## src/rtl/ifu.sv

```systemverilog
// ifu -- instruction fetch stage of the RV32I 5-stage pipeline.
//
// Holds the fetch PC, issues fetches to instruction memory with at most one
// request outstanding, buffers one response while decode is stalled, drops
// wrong-path responses after a redirect and owns the IF/ID register.
//
// Handshake: a request transfers on a rising CLK edge where ImemReqValid and
// ImemReqReady are both 1. ImemReqValid only depends on registered state and
// the hazard/redirect inputs, never on ImemReqReady. ImemAddr is held stable
// while ImemReqValid=1 and the request has not transferred. A response is a
// single cycle with ImemRespValid=1 and has no backpressure.
//
// Ports:
//   CLK, RST_N               clock (rising edge), async active-low reset
//   StallF, StallD, FlushD   hazard unit controls
//   PCSrcE, PCTargetE        redirect from execute
//   ImemReqValid/Ready/Addr  fetch request channel
//   ImemRespValid/Rdata      fetch response channel
//   InstrD, PCD, PCPlus4D    IF/ID register outputs
//   ValidD                   IF/ID holds a real instruction (0 = bubble)
//   FsmState                 debug view of the fetch FSM (0 IDLE, 1 WAIT, 2 DROP)
//
// Optional: define IFU_PERF_EN to add FetchCount and BubbleCount outputs.

module ifu #(
  parameter logic [31:0] RESET_PC  = 32'h0000_0000,
  parameter logic [31:0] NOP_INSTR = 32'h0000_0013
) (
  input  logic        CLK,
  input  logic        RST_N,
  input  logic        StallF,
  input  logic        StallD,
  input  logic        FlushD,
  input  logic        PCSrcE,
  input  logic [31:0] PCTargetE,
  output logic        ImemReqValid,
  input  logic        ImemReqReady,
  output logic [31:0] ImemAddr,
  input  logic        ImemRespValid,
  input  logic [31:0] ImemRdata,
  output logic [31:0] InstrD,
  output logic [31:0] PCD,
  output logic [31:0] PCPlus4D,
  output logic        ValidD,
`ifdef IFU_PERF_EN
  output logic [31:0] FetchCount,
  output logic [31:0] BubbleCount,
`endif
  output logic [1:0]  FsmState
);

  typedef enum logic [1:0] {
    S_IDLE = 2'd0,
    S_WAIT = 2'd1,
    S_DROP = 2'd2
  } state_t;

  state_t      state, state_nxt;
  logic [31:0] pcf;
  logic [31:0] req_pc;
  logic        buf_valid;
  logic [31:0] buf_instr;
  logic [31:0] buf_pc;

  logic        req_fire;
  logic        resp_accept;
  logic        ifid_bubble;
  logic        ifid_from_buf;
  logic        ifid_from_resp;
  logic [31:0] target_aligned;

  assign target_aligned = PCTargetE & 32'hFFFF_FFFC;
  assign ImemAddr       = pcf & 32'hFFFF_FFFC;
  assign FsmState       = state;

  assign req_fire    = ImemReqValid & ImemReqReady;
  // A response is only kept when it belongs to the live request and no
  // redirect arrives in the same cycle.
  assign resp_accept = (state == S_WAIT) & ImemRespValid & ~PCSrcE;

  // IF/ID source selection; StallD overrides everything (hold).
  assign ifid_bubble    = ~StallD & (FlushD | PCSrcE | ~(buf_valid | resp_accept));
  assign ifid_from_buf  = ~StallD & ~FlushD & ~PCSrcE & buf_valid;
  assign ifid_from_resp = ~StallD & ~FlushD & ~PCSrcE & ~buf_valid & resp_accept;

  // ---------------- FSM: state register ----------------
  always_ff @(posedge CLK or negedge RST_N) begin
    if (!RST_N) state <= S_IDLE;
    else        state <= state_nxt;
  end

  // ---------------- FSM: next state ----------------
  always_comb begin
    state_nxt = state;
    case (state)
      S_IDLE: if (req_fire) state_nxt = S_WAIT;
      S_WAIT: begin
        if (ImemRespValid)  state_nxt = S_IDLE;
        else if (PCSrcE)    state_nxt = S_DROP;
      end
      S_DROP: if (ImemRespValid) state_nxt = S_IDLE;
      default: state_nxt = S_IDLE;
    endcase
  end

  // ---------------- FSM: outputs ----------------
  // Gated with RST_N so no request is presented while reset is held.
  always_comb begin
    ImemReqValid = 1'b0;
    if (RST_N && state == S_IDLE && !StallF && !buf_valid && !PCSrcE)
      ImemReqValid = 1'b1;
  end

  // ---------------- fetch PC and request PC ----------------
  always_ff @(posedge CLK or negedge RST_N) begin
    if (!RST_N) begin
      pcf    <= RESET_PC;
      req_pc <= 32'h0;
    end else begin
      if (PCSrcE)        pcf <= target_aligned;
      else if (req_fire) pcf <= pcf + 32'd4;
      if (req_fire)      req_pc <= pcf;
    end
  end

  // ---------------- one-entry response buffer ----------------
  always_ff @(posedge CLK or negedge RST_N) begin
    if (!RST_N) begin
      buf_valid <= 1'b0;
      buf_instr <= 32'h0;
      buf_pc    <= 32'h0;
    end else if (PCSrcE) begin
      buf_valid <= 1'b0;
    end else if (resp_accept && (StallD || buf_valid)) begin
      buf_valid <= 1'b1;
      buf_instr <= ImemRdata;
      buf_pc    <= req_pc;
    end else if (ifid_from_buf) begin
      buf_valid <= 1'b0;
    end
  end

  // ---------------- IF/ID pipeline register ----------------
  always_ff @(posedge CLK or negedge RST_N) begin
    if (!RST_N) begin
      InstrD   <= NOP_INSTR;
      PCD      <= 32'h0;
      PCPlus4D <= 32'h0;
      ValidD   <= 1'b0;
    end else if (ifid_bubble) begin
      InstrD   <= NOP_INSTR;
      PCD      <= 32'h0;
      PCPlus4D <= 32'h0;
      ValidD   <= 1'b0;
    end else if (ifid_from_buf) begin
      InstrD   <= buf_instr;
      PCD      <= buf_pc;
      PCPlus4D <= buf_pc + 32'd4;
      ValidD   <= 1'b1;
    end else if (ifid_from_resp) begin
      InstrD   <= ImemRdata;
      PCD      <= req_pc;
      PCPlus4D <= req_pc + 32'd4;
      ValidD   <= 1'b1;
    end
  end

`ifdef IFU_PERF_EN
  // ---------------- performance counters ----------------
  always_ff @(posedge CLK or negedge RST_N) begin
    if (!RST_N) begin
      FetchCount  <= 32'h0;
      BubbleCount <= 32'h0;
    end else begin
      if (ifid_from_buf || ifid_from_resp) FetchCount  <= FetchCount + 32'd1;
      if (ifid_bubble)                     BubbleCount <= BubbleCount + 32'd1;
    end
  end
`endif

endmodule

```

## config.mk

```make
export PLATFORM = sky130hd
export DESIGN_NAME = ifu
export DESIGN_NICKNAME = d
export VERILOG_FILES = /design/src/rtl/ifu.sv
export SDC_FILE = /design/constraint.sdc
export NUM_CORES = 1
export LEC_CHECK = 0
export ABC_CLOCK_PERIOD_IN_PS = 9300
export CORE_MARGIN = 2
export CORE_UTILIZATION = 56
export DETAILED_ROUTE_END_ITERATION = 6
export HOLD_SLACK_MARGIN = 0.15
export PLACE_DENSITY = 0.86
export SETUP_SLACK_MARGIN = 0.4
export SLEW_MARGIN = 0
export SYNTH_ARGS = -nofsm -noshare
export SYNTH_HDL_FRONTEND = slang
export SYNTH_SLANG_ARGS = --single-unit
export TNS_END_PERCENT = 5
```

## constraint.sdc

```tcl
create_clock -name CLK -period 9.3 [get_ports CLK]
set_clock_uncertainty 0.2 [all_clocks]
set_input_delay 1.86 -clock CLK [delete_from_list [all_inputs] [get_ports CLK]]
set_output_delay 1.86 -clock CLK [all_outputs]
set_load 0.01 [all_outputs]
```

==> results.env, run 1 <==
TIMING.MAX_SLEW.REL_SLACK=0.2856
CTS_SETUP_BUFFERS=0
WORST_SLEW_PIN_SLEW_NS=1.072
REG2REGPATHDEPTH=9
POWER-PER-CELL-AREA_mW_PER_MM2=182.0
WL_MM=26.94
ANTENNA_LEFT=0
NUMPLACEDINSTANCES=1370
SYNTH-SEQ-AREA-SHARE=0.5335
STATUS='finished, violations left'
SYNTHARSTFLOPSHARE=1.000
HOLDPATHSTAGES=2
FP.COREAREA_SQ_MM=0.01796
SETUP_VIOL=0
CLOCK_TREE_FROM_TRITONCTS='done'
GRT_START_MAX_NET_PINS=99
REG2REG_SETUP_SLACK_NS=5.30
HOLDBUFCOUNTCTS=0
NUM_IO_PINS=204
FLOORPLAN.INITIALDENSITY=0.5723
FINALNETCOUNT=1241
POST-DP-HPWL_MM=17.85
CLK_TRANSITION_REPORTED_PATHS_NS=0.05
CP-END-KIND='output pin'
LAYOUT.CELLS.NON_FILLER=1413
POST_SYNTH_INST_COUNT=998
CHIPHEIGHT_UM=139.5
TOTAL_LENGTH_OF_ROUTED_MET2_WIRES_MM=12.12
DRT_FIRST_PASS_ITERS=7
TOTALPOWERFINAL_mW=2.396
SYN-MEAN-INSTANCE-AREA_SQ_UM=10.30
SYN_TO_FINAL_GROWTH_PCT=28.06
VDD_DROP_MAX_uV=150.7
WORSTHOLDENDPOINT='PCPlus4D[13]'
WORSTHOLDSTART='PCPlus4D[13]'
MAXCLOCKFREQUENCY_MHz=178.6
VIA_COUNT=8661
VIA_COUNT_OF_THE_FIRST_GLOBAL_ROUTING_PASS=8544
CTS_BUFFERS=24
DETAILEDROUTE.FIRSTITERATIONVIOLATIONS=956
WORST-PATH-MAX-FANOUT=76
FINALHOLDVIOLCOUNT=0
WL_MET1_MM=11.58
SYNTH.FF_LATCH_COUNT=219
FAILED_CHECKS='DRC'
CP.REQUIRED_NS=7.24
HTREE_NUM_LEVELS=1
CRIT_ARRIVAL_NS=3.54
MIN_PERIOD_OVER_PERIOD=0.6019
RSZ0062_AT_GRT='false'
DIE_AREA_SQ_MM=0.01946
CP-START-KIND='input port'
CTSRESIZECOUNT=0
FINAL-MAX-SLEW-VIOLATION-COUNT=0
ROUTED_LENGTH_ON_MET3_MM=2.428
DIE_W_UM=139.5
DRV_CAP=0
CRITICAL_SETUP_PATH_KIND='in -> out'
SYNTH.LIB_CELLS_USED.DISTINCT=64
STD_CELL_ROWS=49
WORSTREG2REGEND='PCPlus4D[22]'
AVGVIACOUNTPERCELL=6.130
SYNTH_EDF_COUNT=0
CLOCKBUFFERDEPTH=3
SYN_AREA_SQ_MM=0.01028
WIRE_PER_INST_UM=19.06
ANTENNA_FOUND_INITIAL=0
R2R_PATH_START='buf_valid'
SETUP_TOTAL_NEGATIVE_SLACK_NS=0
MAXUSEDROUTINGLAYER='met4'
DRIVE_ABOVE_1_SHARE=0.1047
PERIOD_NEEDED_NS=5.598
YOSYSWARNINGCOUNT=0
CLOCK-SINKS=219
WORSTSKEWPAIRLATENCY_NS=0.52
SYNTH-MAIN-FF-CELL='sky130_fd_sc_hd__dfrtp_1'
GR-TOTAL-OVERFLOW=0
TRACK_USAGE=0.2788
FIN_UTIL=0.7328
GP_CONGESTION=0.9130
STATIC-LEAKAGE-POWER_nW=5.921
DRCVIOLATIONCOUNT=3
GLOBAL_ROUTE_WIRE_LENGTH_BEFORE_REPAIR_MM=44.80
PORTBUFFERS=199
INSERTEDDIODECOUNT=0
HOLD_PATH.CLASS='reg -> reg'
CELL_AT_THE_ROOT_OF_THE_CLOCK_TREE='sky130_fd_sc_hd__clkbuf_16'
state kept, by name (all words and copies together), names as in the netlist:
signal	count
FsmState	2
InstrD	32
PCD	31
PCPlus4D	30
ValidD	1
buf_instr	32
buf_pc	30
buf_valid	1
pcf	30
req_pc	30
through the flow:
step | setup slack [ns] | cell area, sq um | hold WS (ns)
3_5_place_dp | 3.486 | 12360 | 0.2735
3_3_place_gp | 3.566 | 12360 | 0.2618
4_1_cts | 3.664 | 13160 | 0.2870
5_1_grt | 3.536 | 13160 | 0.2962
6_report | 3.702 | 13160 | 0.2843
2_1_floorplan | 3.894 | 10280 | 0.2652
worst max path at each step:
stage                         endpoint  cells after the start  startpoint  slack (ns)
after floorplan           PCPlus4D[18]                     14      StallD        3.89
after global placement    PCPlus4D[26]                     10      StallD        3.57
after detailed placement  PCPlus4D[22]                     10      StallD        3.49
after CTS                 ImemReqValid                      4       RST_N        3.66
after global routing      ImemReqValid                      4       RST_N        3.54
final                     ImemReqValid                      4       RST_N        3.70
report_power, final:
| group | internal (mW) | switching (mW) | total, mW | leakage [nW] |
|---|---|---|---|---|
| registers | 1.04 | 0.120 | 1.16 | 2.92 |
| clock network | 0.587 | 0.374 | 0.960 | 0.393 |
| logic | 0.138 | 0.134 | 0.272 | 2.61 |
| total | 1.77 | 0.627 | 2.40 | 5.92 |
logic make-up after synthesis:
kind of cell               share of synthesized area
buffers and inverters                        0.04455
muxes                                        0.08849
AOI/OAI and AO/OA                             0.1391
adders and majority gates                   0.002434
xor gates and xnor gates                     0.02215
and+or+nand+nor                               0.1694
other                                      0.0003648
DFF                                           0.5335
routing by layer:
layer,global-route usage,vias up
met5,0,-
met3,0.05196,71
met1,0.4135,4166
met4,0.09410,0
li1,-,3983
met2,0.4174,441
placed cells by master, fill, tap and decap left out, types with 3 or more instances in the layout:
| cell type | Yosys | layout |
|---|---|---|
| sky130_fd_sc_hd__or4_1 | 11 | 11 |
| sky130_fd_sc_hd__nor2b_1 | 7 | 7 |
| sky130_fd_sc_hd__nor4_1 | 7 | 7 |
| sky130_fd_sc_hd__mux2i_1 | 20 | 20 |
| sky130_fd_sc_hd__or3_1 | 8 | 8 |
| sky130_fd_sc_hd__o211ai_1 | 8 | 8 |
| sky130_fd_sc_hd__o22ai_1 | 4 | 4 |
| sky130_fd_sc_hd__xnor2_1 | 17 | 17 |
| sky130_fd_sc_hd__nand4_1 | 19 | 19 |
| sky130_fd_sc_hd__o311ai_0 | 10 | 10 |
| sky130_fd_sc_hd__dfrtp_1 | 216 | 216 |
| sky130_fd_sc_hd__a221o_1 | 9 | 9 |
| sky130_fd_sc_hd__a222oi_1 | 41 | 41 |
| sky130_fd_sc_hd__o221ai_1 | 5 | 5 |
| sky130_fd_sc_hd__xor2_1 | 9 | 9 |
| sky130_fd_sc_hd__dfstp_2 | 3 | 3 |
| sky130_fd_sc_hd__a31oi_1 | 8 | 8 |
| sky130_fd_sc_hd__buf_4 | 5 | 10 |
| sky130_fd_sc_hd__clkbuf_8 | 0 | 6 |
| sky130_fd_sc_hd__nand2_1 | 180 | 180 |
| sky130_fd_sc_hd__a211o_1 | 3 | 3 |
| sky130_fd_sc_hd__o21ai_0 | 56 | 56 |
| sky130_fd_sc_hd__and2_1 | 11 | 11 |
| sky130_fd_sc_hd__a21o_1 | 8 | 8 |
| sky130_fd_sc_hd__and3_1 | 17 | 17 |
| sky130_fd_sc_hd__inv_1 | 47 | 47 |
| sky130_fd_sc_hd__a22o_1 | 4 | 4 |
| sky130_fd_sc_hd__and4_1 | 4 | 4 |
| sky130_fd_sc_hd__a22oi_1 | 6 | 6 |
| sky130_fd_sc_hd__nor3_1 | 8 | 8 |
| sky130_fd_sc_hd__clkbuf_1 | 50 | 8 |
| sky130_fd_sc_hd__clkbuf_16 | 0 | 25 |
| sky130_fd_sc_hd__mux2_2 | 63 | 63 |
| sky130_fd_sc_hd__nand3_1 | 40 | 40 |
| sky130_fd_sc_hd__a21oi_1 | 10 | 9 |
| sky130_fd_sc_hd__clkinv_2 | 0 | 3 |
| sky130_fd_sc_hd__nor2_1 | 38 | 37 |
| sky130_fd_sc_hd__clkdlybuf4s50_1 | 0 | 196 |
critical path, stage by stage:
cell	delay, ns
sky130_fd_sc_hd__clkbuf_8	0.48
sky130_fd_sc_hd__nor4b_1	0.44
sky130_fd_sc_hd__and2_1	0.19
sky130_fd_sc_hd__clkdlybuf4s50_1	0.53
cells in the mapped netlist, types with 17 or more instances:
cell	n	share of area
sky130_fd_sc_hd__dfrtp_1	216	0.53
sky130_fd_sc_hd__xnor2_1	17	0.014
sky130_fd_sc_hd__clkbuf_1	50	0.018
sky130_fd_sc_hd__a222oi_1	41	0.040
sky130_fd_sc_hd__and3_1	17	0.010
sky130_fd_sc_hd__nand4_1	19	0.012
sky130_fd_sc_hd__inv_1	47	0.017
sky130_fd_sc_hd__nor2_1	38	0.014
sky130_fd_sc_hd__mux2_2	63	0.069
sky130_fd_sc_hd__mux2i_1	20	0.019
sky130_fd_sc_hd__o21ai_0	56	0.027
sky130_fd_sc_hd__nand3_1	40	0.019
sky130_fd_sc_hd__nand2_1	180	0.066
cell type report:
class,instances,area [sq um]
Tap cell,229,286.5
Multi-Input combinational cell,667,4362
Clock buffer,38,724.4
Fill cell,1238,4800
Sequential cell,219,5484
Timing Repair Buffer,208,2056
Inverter,47,176.4
Clock inverter,5,75.07
(Power assumes the default switching activity.)
==> run 2: changes to the inputs <==
- ABC_CLOCK_PERIOD_IN_PS: 9300 -> 5000
- CORE_UTILIZATION: 56 -> 47
- PLACE_DENSITY: 0.86 -> 0.77
- clock period: 9.3 -> 5 ns (I/O delays scaled with it)
==> run 2 against run 1 <==
Against the previous run:
- the run now ends clean
- largest cell class unchanged
- cell count is 3.8% higher
- critical path type unchanged
- combinational power is 87% higher
- die area is 19% higher
- non-clock buffer count is 6 higher
==> results.env, run 2 (synthesis gave the netlist of run 1 again) <==
INTERNAL_POWER_mW=3.106  # +76%
DIE_W_UM=151.9  # +8.9%
MAXCLOCKFREQUENCY_MHz=248.4
DRCVIOLATIONCOUNT=0  # -3
FILLERINSTANCES=1803  # +46%
PERIOD_NEEDED_NS=4.026
POWER.SHARE.COMBINATIONAL=0.120  # +0.006
CTS_BUFFERS=23  # -4.2%
DRV_CAP=0  # unchanged
SLOWEST_STAGE='sky130_fd_sc_hd__dlygate4sd3_1'
ANTENNA_FOUND_INITIAL=0  # unchanged
SYN_TO_FINAL_GROWTH_PCT=28.20
FINALNETCOUNT=1246  # +0.40%
GP_CONGESTION=0.8890  # -2.6%
PORTBUFFERS=199  # unchanged
PLACED_CELL_AREA_SQ_MM=0.01248  # +0.93%
ANTENNA_LEFT=0  # unchanged
LAYOUT.CELLS.MOST_COMMON='sky130_fd_sc_hd__dfrtp_1'
TIMING.MAX_SLEW.REL_SLACK=0.3029  # +0.01722
CRITICAL_SETUP_PATH_KIND='in -> out'
P_CLK_FRAC=0.371  # -0.030
HOLD_PATH.CLASS='reg -> reg'
DRT_FIRST_PASS_ITERS=7  # unchanged
STD_CELL_ROWS=54  # +10%
POWER-PER-CELL-AREA_mW_PER_MM2=322.1  # +77%
MIN_PERIOD_OVER_PERIOD=0.8052
CRIT_PATH_CELL_TRACE='dlygate4sd3_1, clkbuf_8, nor4b_1, and2_1, clkdlybuf4s50_1'
WL_MM=27.01  # +0.27%
NUM_IO_PINS=204  # unchanged
TIMING.FINAL.WS_SETUP_NS=0.9740  # -2.728 ns
VDD_DROP_MAX_uV=184.4  # +22%
SW_FRAC_OF_TOTAL=0.2683  # +0.006530
SETUP_TOTAL_NEGATIVE_SLACK_NS=0  # unchanged
LARGEST_REGISTERS='InstrD: 32 flops, buf_instr: 32 flops, PCD: 31 flops'
GR-TOTAL-OVERFLOW=0  # unchanged
FINAL-MAX-SLEW-VIOLATION-COUNT=0  # unchanged
MAX_STAGE_DELAY_NS=0.54  # about the same
POST-DP-HPWL_MM=18.37  # +2.9%
VIA_COUNT=8589  # -0.83%
FINALINSTANCEAREA_SQ_MM=0.01318  # +0.11%
STATUS='completed'
DETAILEDROUTE.FIRSTITERATIONVIOLATIONS=916  # -4.2%
FINAL_CELL_MIX='216 x sky130_fd_sc_hd__dfrtp_1, 196 x sky130_fd_sc_hd__clkdlybuf4s50_1, 180 x sky130_fd_sc_hd__nand2_1'
GRT_START_MAX_NET_PINS=97  # -2.0%
GLOBAL_ROUTE_WIRE_LENGTH_BEFORE_REPAIR_MM=44.17  # -1.4%
DIE_AREA_SQ_MM=0.02307  # +19%
SETUP_VIOL=0  # unchanged
STATIC-LEAKAGE-POWER_nW=5.901  # -0.34%
FLOORPLAN.INITIALDENSITY=0.4755  # -0.09680
WORSTSKEWPAIRLATENCY_NS=0.51  # about the same
TRACK_USAGE=0.2298  # -0.04906
CELL_AT_THE_ROOT_OF_THE_CLOCK_TREE='sky130_fd_sc_hd__clkbuf_16'
TOTALPOWERFINAL_mW=4.245  # +77%
HTREE_NUM_LEVELS=1  # unchanged
REGISTER_AREA_SQ_MM=0.005484  # unchanged
RSZ0062_AT_GRT='false'
CLK_TRANSITION_REPORTED_PATHS_NS=0.06  # about the same
INSERTEDDIODECOUNT=0  # unchanged
CLOCK-SINKS=219  # unchanged
DRIVE_ABOVE_1_SHARE=0.1071  # +0.002353
CRIT_ARRIVAL_NS=2.83  # -0.71 ns
POST-PLACE-WS_NS=0.5431  # -2.943 ns
PWR-SHARE-SEQ=0.509  # +0.023
CLOCKBUFFERDEPTH=3  # unchanged
FP.COREAREA_SQ_MM=0.02162  # +20%
CP-END-KIND='output pin'
CLOCK_TREE_FROM_TRITONCTS='done'
WORST-PATH-MAX-FANOUT=5  # -93%
AVGVIACOUNTPERCELL=5.859  # -4.4%
FIN_UTIL=0.6095  # -0.1233
CHIPHEIGHT_UM=151.9  # +8.9%
CP.REQUIRED_NS=3.80  # -3.44 ns
WIRE_PER_INST_UM=18.42  # -3.4%
FINALHOLDVIOLCOUNT=0  # unchanged
POWER_SWITCHING_mW=1.139  # +82%
VIA_COUNT_OF_THE_FIRST_GLOBAL_ROUTING_PASS=8123  # -4.9%
CP-START-KIND='input port'
WORST_SLEW_PIN_SLEW_NS=1.042  # -0.02968 ns
MULTI_INPUT_COMB_AREA_SQ_MM=0.004363  # about the same
-- run 2: final timing paths --
path	from	end	slack (ns)	cells after the start
min in group asynchronous	RST_N	InstrD[17]	0.68	2
min reg2reg	PCD[28]	PCD[28]	0.28	1
max reg2reg	buf_valid	PCPlus4D[18]	1.59	10
min	PCD[28]	PCD[28]	0.28	1
max	RST_N	ImemReqValid	0.97	5
max in group asynchronous	RST_N	buf_pc[3]	2.01	4
-- run 2: power groups by stage --
stage / Clock (mW) / Combinational [mW] / Sequential, mW
global route: 1.68 / 0.568 / 2.18
detailed placement: 0 / 0.506 / 2.18
finish: 1.58 / 0.509 / 2.16
floorplan: 0 / 0.288 / 2.11
global placement: 0 / 0.493 / 2.17
CTS: 1.60 / 0.512 / 2.15
-- run 2: critical path: cells and delay by family --
family	cells	cell delay [ns]
buffers and inverters	3	1.25
AND/OR/NAND/NOR	2	0.56
-- run 2: final cells by class --
class,instances,area share
clock buffers,34,0.04984
clock inverters,5,0.002468
inverters,47,0.01339
multi-input cells,667,0.3311
flip-flops and latches,219,0.4161
well taps,280,0.02658
repair buffers,214,0.1605
-- run 2: metal layers --
metal,vias up,part of all wire,track usage
li1,3982,-,-
met1,4176,0.46,0.3550
met3,45,0.078,0.03851
met4,0,0.024,0.06320
met5,-,0,0
met2,386,0.43,0.3357
-- run 2: stage by stage --
step | hold WS [ns] | std cells
finish | 0.2776 | 1466
global route | 0.2956 | 1466
CTS | 0.2807 | 1466
detailed placement | 0.2682 | 1426
global placement | 0.2618 | 1426
floorplan | 0.2652 | 999
-- run 2: what timing repair did --
| item | CTS | global route |
|---|---|---|
| endpoints found under the hold margin | 2 | 0 |
| resized for setup | 0 | 0 |
| hold buffers | 1 | 0 |
| setup buffers | 0 | 0 |
